<file path="src/rtl/vu_pkg.sv">
// Shared types, constants and small arithmetic helpers for the VU meter sequencer.
package vu_pkg;

   typedef enum logic [1:0] {
      S_IDLE   = 2'd0,
      S_FEED   = 2'd1,
      S_WAIT   = 2'd2,
      S_UPDATE = 2'd3
   } state_t;

   localparam logic [1:0] CH_L    = 2'd0;
   localparam logic [1:0] CH_R    = 2'd1;
   localparam logic [1:0] CH_ALT  = 2'd2;
   localparam logic [7:0] VOL_MAX = 8'd100;

   // Channel measured by a window starting now: 0 = left, 1 = right; the reserved code reads as left.
   function automatic logic chan_of(input logic [1:0] sel, input logic alt);
      logic ch;
      case (sel)
         CH_L:    ch = 1'b0;
         CH_R:    ch = 1'b1;
         CH_ALT:  ch = alt;
         default: ch = 1'b0;
      endcase
      return ch;
   endfunction

   function automatic logic [7:0] clamp_vol(input logic [7:0] v);
      return (v > VOL_MAX) ? VOL_MAX : v;
   endfunction

   function automatic logic [7:0] decay_peak(input logic [7:0] peak,
                                             input logic [7:0] level,
                                             input logic [7:0] dec);
      logic [7:0] p;
      p = (peak > dec) ? (peak - dec) : 8'd0;
      return (p > level) ? p : level;
   endfunction

endpackage

</file>
<file path="src/rtl/vu_peak_hold.sv">
// Per-channel level register plus peak-hold with timed decay.
module vu_peak_hold
   import vu_pkg::*;
#(
   parameter int HOLD_WIN = 4,
   parameter int DECAY    = 5
) (
   input  logic       i_clk,
   input  logic       i_rst_n,
   input  logic       i_cap,
   input  logic [7:0] i_vol,
   input  logic       i_upd,
   output logic [7:0] o_level,
   output logic [7:0] o_peak
);

   localparam int            HW        = $clog2(HOLD_WIN + 1);
   localparam logic [HW-1:0] HOLD_LOAD = HW'(HOLD_WIN);
   localparam logic [7:0]    DEC       = 8'(DECAY);

   logic [7:0]    level_q, level_d;
   logic [7:0]    peak_q, peak_d;
   logic [HW-1:0] hold_q, hold_d;

   // A new level is captured when the averager reports; the peak reacts one cycle later.
   always_comb begin
      level_d = level_q;
      peak_d  = peak_q;
      hold_d  = hold_q;
      if (i_cap) begin
         level_d = clamp_vol(i_vol);
      end else begin
         level_d = level_q;
      end
      if (i_upd) begin
         if (level_q >= peak_q) begin
            peak_d = level_q;
            hold_d = HOLD_LOAD;
         end else if (hold_q != '0) begin
            hold_d = hold_q - HW'(1);
         end else begin
            peak_d = decay_peak(peak_q, level_q, DEC);
         end
      end else begin
         peak_d = peak_q;
      end
   end

   always_ff @(posedge i_clk or negedge i_rst_n) begin
      if (!i_rst_n) begin
         level_q <= 8'd0;
         peak_q  <= 8'd0;
         hold_q  <= '0;
      end else begin
         level_q <= level_d;
         peak_q  <= peak_d;
         hold_q  <= hold_d;
      end
   end

   assign o_level = level_q;
   assign o_peak  = peak_q;

endmodule

</file>
<file path="src/rtl/vu_meter_ctrl.sv">
// Feeds exactly one averager window per measurement from the selected channel
// and turns each result into per-channel level and peak-hold values.
module vu_meter_ctrl
   import vu_pkg::*;
#(
   parameter int WIN      = 2048,
   parameter int HOLD_WIN = 4,
   parameter int DECAY    = 5,
   parameter int TIMEOUT  = 64
) (
   input  logic        i_clk,
   input  logic        i_rst_n,
   input  logic        i_start,
   input  logic        i_stop,
   input  logic        i_cont,
   input  logic [1:0]  i_chan_sel,
   input  logic        i_smp_valid,
   input  logic [15:0] i_smp_l,
   input  logic [15:0] i_smp_r,
   output logic        o_avg_valid,
   output logic [15:0] o_avg_data,
   input  logic        i_avg_done,
   input  logic [7:0]  i_avg_vol,
   output logic [7:0]  o_level_l,
   output logic [7:0]  o_level_r,
   output logic [7:0]  o_peak_l,
   output logic [7:0]  o_peak_r,
   output logic        o_update,
   output logic        o_busy,
   output logic        o_err
);

   localparam int            CW       = $clog2(WIN) + 1;
   localparam int            TW       = $clog2(TIMEOUT) + 1;
   localparam logic [CW-1:0] CNT_LAST = CW'(WIN - 1);
   localparam logic [TW-1:0] TMO_LAST = TW'(TIMEOUT - 1);

   state_t        state_q, state_d;
   logic [CW-1:0] cnt_q, cnt_d;
   logic [TW-1:0] tmo_q, tmo_d;
   logic          ch_q, ch_d;
   logic          alt_q, alt_d;
   logic          stop_q, stop_d;
   logic          err_q, err_d;
   logic          avg_valid_q, avg_valid_d;
   logic [15:0]   avg_data_q, avg_data_d;
   logic          update_q, update_d;
   logic          busy_q, busy_d;

   logic          last_smp_s;
   logic          tmo_hit_s;
   logic          end_run_s;
   logic          alt_nx_s;
   logic          cap_s;
   logic          upd_s;

   assign last_smp_s = i_smp_valid && (cnt_q == CNT_LAST);
   assign tmo_hit_s  = (tmo_q == TMO_LAST);
   assign end_run_s  = stop_q || i_stop || !i_cont;
   assign alt_nx_s   = (i_chan_sel == CH_ALT) ? ~alt_q : alt_q;
   assign busy_d     = (state_d != S_IDLE);

   always_ff @(posedge i_clk or negedge i_rst_n) begin
      if (!i_rst_n) begin
         state_q <= S_IDLE;
      end else begin
         state_q <= state_d;
      end
   end

   // The averager cannot abort, so FEED only exits on the last sample of the window.
   always_comb begin
      state_d = state_q;
      case (state_q)
         S_IDLE: begin
            if (i_start) state_d = S_FEED;
            else         state_d = S_IDLE;
         end
         S_FEED: begin
            if (last_smp_s) state_d = S_WAIT;
            else            state_d = S_FEED;
         end
         S_WAIT: begin
            if (i_avg_done)     state_d = S_UPDATE;
            else if (tmo_hit_s) state_d = S_IDLE;
            else                state_d = S_WAIT;
         end
         S_UPDATE: begin
            if (end_run_s) state_d = S_IDLE;
            else           state_d = S_FEED;
         end
         default: state_d = S_IDLE;
      endcase
   end

   always_comb begin
      cnt_d       = cnt_q;
      tmo_d       = tmo_q;
      ch_d        = ch_q;
      alt_d       = alt_q;
      stop_d      = stop_q;
      err_d       = err_q;
      avg_valid_d = 1'b0;
      avg_data_d  = avg_data_q;
      update_d    = 1'b0;
      cap_s       = 1'b0;
      upd_s       = 1'b0;
      case (state_q)
         S_IDLE: begin
            if (i_start) begin
               err_d  = 1'b0;
               cnt_d  = '0;
               ch_d   = chan_of(i_chan_sel, alt_q);
               stop_d = i_stop;
            end else begin
               stop_d = 1'b0;
            end
         end
         S_FEED: begin
            stop_d = stop_q | i_stop;
            if (i_smp_valid) begin
               avg_valid_d = 1'b1;
               avg_data_d  = ch_q ? i_smp_r : i_smp_l;
               cnt_d       = cnt_q + CW'(1);
               tmo_d       = last_smp_s ? '0 : tmo_q;
            end else begin
               avg_valid_d = 1'b0;
            end
         end
         S_WAIT: begin
            stop_d = stop_q | i_stop;
            if (i_avg_done) begin
               cap_s = 1'b1;
            end else if (tmo_hit_s) begin
               err_d  = 1'b1;
               stop_d = 1'b0;
            end else begin
               tmo_d = tmo_q + TW'(1);
            end
         end
         S_UPDATE: begin
            upd_s    = 1'b1;
            update_d = 1'b1;
            stop_d   = 1'b0;
            if (end_run_s) begin
               cnt_d = cnt_q;
            end else begin
               cnt_d = '0;
               alt_d = alt_nx_s;
               ch_d  = chan_of(i_chan_sel, alt_nx_s);
            end
         end
         default: begin
            stop_d = 1'b0;
         end
      endcase
   end

   always_ff @(posedge i_clk or negedge i_rst_n) begin
      if (!i_rst_n) begin
         cnt_q       <= '0;
         tmo_q       <= '0;
         ch_q        <= 1'b0;
         alt_q       <= 1'b0;
         stop_q      <= 1'b0;
         err_q       <= 1'b0;
         avg_valid_q <= 1'b0;
         avg_data_q  <= 16'd0;
         update_q    <= 1'b0;
         busy_q      <= 1'b0;
      end else begin
         cnt_q       <= cnt_d;
         tmo_q       <= tmo_d;
         ch_q        <= ch_d;
         alt_q       <= alt_d;
         stop_q      <= stop_d;
         err_q       <= err_d;
         avg_valid_q <= avg_valid_d;
         avg_data_q  <= avg_data_d;
         update_q    <= update_d;
         busy_q      <= busy_d;
      end
   end

   vu_peak_hold #(
      .HOLD_WIN (HOLD_WIN),
      .DECAY    (DECAY)
   ) u_peak_l (
      .i_clk   (i_clk),
      .i_rst_n (i_rst_n),
      .i_cap   (cap_s & ~ch_q),
      .i_vol   (i_avg_vol),
      .i_upd   (upd_s & ~ch_q),
      .o_level (o_level_l),
      .o_peak  (o_peak_l)
   );

   vu_peak_hold #(
      .HOLD_WIN (HOLD_WIN),
      .DECAY    (DECAY)
   ) u_peak_r (
      .i_clk   (i_clk),
      .i_rst_n (i_rst_n),
      .i_cap   (cap_s & ch_q),
      .i_vol   (i_avg_vol),
      .i_upd   (upd_s & ch_q),
      .o_level (o_level_r),
      .o_peak  (o_peak_r)
   );

   assign o_avg_valid = avg_valid_q;
   assign o_avg_data  = avg_data_q;
   assign o_update    = update_q;
   assign o_busy      = busy_q;
   assign o_err       = err_q;

endmodule

</file>
<file path="config.mk">
export PLATFORM = sky130hd
export DESIGN_NAME = vu_meter_ctrl
export DESIGN_NICKNAME = d
export VERILOG_FILES = /design/src/rtl/vu_pkg.sv /design/src/rtl/vu_peak_hold.sv /design/src/rtl/vu_meter_ctrl.sv
export SDC_FILE = /design/constraint.sdc
export NUM_CORES = 1
export LEC_CHECK = 0
export ABC_AREA = 1
export CORE_AREA = 2 2 115 145
export DETAILED_ROUTE_END_ITERATION = 12
export DIE_AREA = 0 0 117 147
export DONT_BUFFER_PORTS = 1
export PLACE_DENSITY = 0.54
export RECOVER_POWER = 50
export REMOVE_ABC_BUFFERS = 1
export SYNTH_ARGS = -nofsm -noshare
export SYNTH_HDL_FRONTEND = slang
export SYNTH_SLANG_ARGS = --single-unit
</file>
<file path="constraint.sdc">
create_clock -name i_clk -period 2.79 [get_ports i_clk]
set_input_delay 0.279 -clock i_clk [delete_from_list [all_inputs] [get_ports i_clk]]
set_output_delay 0.279 -clock i_clk [all_outputs]
set_load 0.02 [all_outputs]
</file>
==> flow_summary.yaml <==
setup_path:
  timing.critical_path.slowest_stage_cell: "sky130_fd_sc_hd__dfrtp_1"
  cp_data_required_time_ps: 3030
  timing.reg2reg.setup_slack_ps: 220
  timing.reg2reg.worst_path_depth: 20
  timing.critical_path.cells: "inv_1, ha_1, inv_1, nand2_1, nor2_1, nor2_1, nand2_2, o21ai_2, inv_1, ha_1, nand2_1, inv_1, nand3_1, nand3_1, nand2_1, nand2_4, buf_4, nand4_1, nand3_1, nand2_1"
  crit_path_end_kind: "flop"
  criticalPathCategory: "flop to flop"
  timing.critical_path.slowest_cell_delay_ps: 410
  worstSetupStartpointType: "flop"
  critical_path_peak_fanout: 8
  worst_ep_arrival_time_ps: 2810
yosys:
  number_of_enable_flip_flop_cells_after_synthesis: 0
  ffs_latches_synth: 82
  syn_area_per_cell_um2: 7.538
  netlist_instances: 721
  synthesis.yosys.warnings: 0
  synth.lib_cells_used.distinct: 45
  seq_total_area_yosys_pct: 37.75
  synth.cell_area_um2: 5435
  ys_dominant_reg_cell: "sky130_fd_sc_hd__dfrtp_1"
  synth_async_sr_flop_share_pct: 100.0
placement:
  numPlacedInstances: 949
  post_placement_worst_setup_slack_ps: 93.31
  globalplace.congestion: 0.7933
  io_buffers: 0
  place.detailed.hpwl_um: 9919
layout:
  post_route_cells_drive_above_1_share_pct: 12.48
  post_layout_nonfiller_instances: 969
  utilization_pct: 38.79
  layout.nets: 843
  final_cell_mix: "sky130_fd_sc_hd__nand2_1, sky130_fd_sc_hd__inv_1, sky130_fd_sc_hd__dfrtp_1"
  antenna_cells: 0
  mostFrequentLayoutCell: "sky130_fd_sc_hd__nand2_1"
  syn_to_final_growth_pct: 13.77
detailed_routing:
  detailedRoute.firstIterationViolations: 199
  remaining_drcs: 0
  wl_per_cell_um: 13.87
  postRouteAntennaNets: 0
  vias_per_inst: 4.767
  via_count: 4619
  drt_first_pass_iters: 4
  routed_wl_um: 13440
die:
  boundaryPins: 101
  die_w_um: 117
  dieHeight_um: 147
  core_area_um2: 15940
  floorplan.initialDensity_pct: 34.10
  rows: 52
  die-area_um2: 17200
global_route:
  grt_antenna_before_repair: 0
  grt-ovfl-total: 0
  groute.usage.overall_pct: 16.66
  vias_in_the_first_global_route: 4627
  maximum_number_of_pins_on_one_net_before_global_route_repair: 83
  grt_pass1_wl_um: 22560
clocking:
  tritoncts: "done"
  cts_buffers: 9
  cts-root-to-sink-buffers: 2
  worst_setup_hold_path_clk_slew_ps: 70
  clock_sink_count: 82
  worst_skew_pair.late_latency_ps: 360
  cts_htree_levels: 3
  clk_root_buffer_cell: "sky130_fd_sc_hd__clkbuf_16"
timing:
  worst-slew-pin-transition_ps: 1915
  drv_slew: 83
  fmax_mhz: 388.4
  fin_worst_hold_slack_ps: 104.3
  finalClockSkew_ps: 8.076
  hold_viol_final: 0
  timing.final.crit_share_pct: 92.27
  timing.slew.headroom_pct: -27.66
  finalWorstPathRequiredPeriod_ps: 2574
  setup_viol: 0
  timing.final.ws_setup_ps: 215.5
flow_run:
  drv_cap: 1
power_and_ir_drop:
  p_leak_nw: 3.176
  p_per_area_nw_per_um2: 1220
  max-vdd-ir-drop_mv: 0.3183
  totalPowerFinal_mw: 7.545
worst_hold_path:
  timing.hold.worst.class: "primary input to flop"
  min_delay_path_depth: 2
status:
  run_status: "finished, violations left"
  violated_checks: "capacitance limit, slew limit"
[timing repair]
action                                  4_1_cts  5_1_grt
hold endpoints to repair                     82        0
gates resized for setup                       0       24
endpoints found under the setup margin        0       16
buffers inserted                              0        2
hold buffers                                  2        0
[registers in the layout, indices dropped and copies added, names as in the netlist]
name              flops
alt_q                 1
u_peak_l.hold_q       3
cnt_q                12
state_q               2
o_avg_valid           1
tmo_q                 7
u_peak_r.hold_q       3
u_peak_r.o_peak       8
ch_q                  1
stop_q                1
o_update              1
u_peak_l.o_peak       8
o_busy                1
o_avg_data           16
u_peak_r.o_level      8
o_err                 1
u_peak_l.o_level      8
[logic make-up (layout without fill, tap and decap cells)]
kind of cell / count (synthesis) / count (layout) / synth area share [%]
and+or+nand+nor: 363 / 363 / 29.93
buffers and inverters: 125 / 157 / 9.369
DFF: 82 / 82 / 37.75
adders and majority gates: 46 / 46 / 10.59
xor gates and xnor gates: 10 / 10 / 1.612
muxes: 1 / 1 / 0.1842
AOI/OAI and AO/OA: 94 / 94 / 10.57
[report_power, final]
group	total (mW)	internal [mW]	switching, mW
clock network	1.32	0.783	0.541
registers	2.18	1.57	0.615
logic	4.04	1.51	2.53
[final timing paths]
kind,startpoint,end
worst max-delay path,u_peak_l.o_peak[1],u_peak_l.o_peak[6]
worst min-delay path,i_smp_l[6],o_avg_data[6]
worst max register to register,u_peak_l.o_peak[1],u_peak_l.o_peak[6]
worst min register to register,u_peak_l.hold_q[0],u_peak_l.hold_q[0]
max in group asynchronous,i_rst_n,o_update
min in group asynchronous,i_rst_n,cnt_q[9]
[critical path, delay by kind of cell (launching register included)]
kind | cells | cell delay [ps]
AND/OR/NAND/NOR | 12 | 1030
buffers and inverters | 5 | 440
adder cells (fa/ha/maj) | 2 | 470
AO/OA/AOI/OAI | 1 | 110
flip-flops | 1 | 410
[area by class of cell]
type | instances | area (um2)
multi-input combinational | 514 | 2905
sequential | 82 | 2052
tap | 216 | 270.3
inverter | 115 | 441.7
clock inverter | 7 | 93.84
timing repair buffer | 26 | 195.2
clock buffer | 9 | 225.2
fill | 1685 | 9757
[layer usage]
metal | track usage [%] | share of wire (%)
met5 | 0 | 0
met4 | 6.941 | 2.2
met3 | 3.094 | 3.9
met2 | 28.58 | 50
met1 | 20.20 | 43
[metrics by stage]
stage / instance area [um2] / setup TNS (ps)
6_report: 6183 / 0
5_1_grt: 6183 / -95.24
4_1_cts: 6160 / 0
3_5_place_dp: 5803 / 0
3_3_place_gp: 5803 / 0
2_1_floorplan: 5368 / 0
[synth_stat cells (8+ instances only)]
master / count / area (um2)
sky130_fd_sc_hd__ha_1: 46 / 575.6
sky130_fd_sc_hd__nand4_1: 15 / 93.84
sky130_fd_sc_hd__inv_2: 10 / 37.54
sky130_fd_sc_hd__o31ai_1: 18 / 135.1
sky130_fd_sc_hd__nand2_1: 182 / 683.2
sky130_fd_sc_hd__o21ai_1: 8 / 40.04
sky130_fd_sc_hd__a21oi_1: 16 / 80.08
sky130_fd_sc_hd__nand3_1: 54 / 270.3
sky130_fd_sc_hd__inv_1: 100 / 375.4
sky130_fd_sc_hd__o21ai_0: 35 / 175.2
sky130_fd_sc_hd__nor2_1: 78 / 292.8
sky130_fd_sc_hd__dfrtp_1: 82 / 2052
Power figures use the tool's default switching activity.
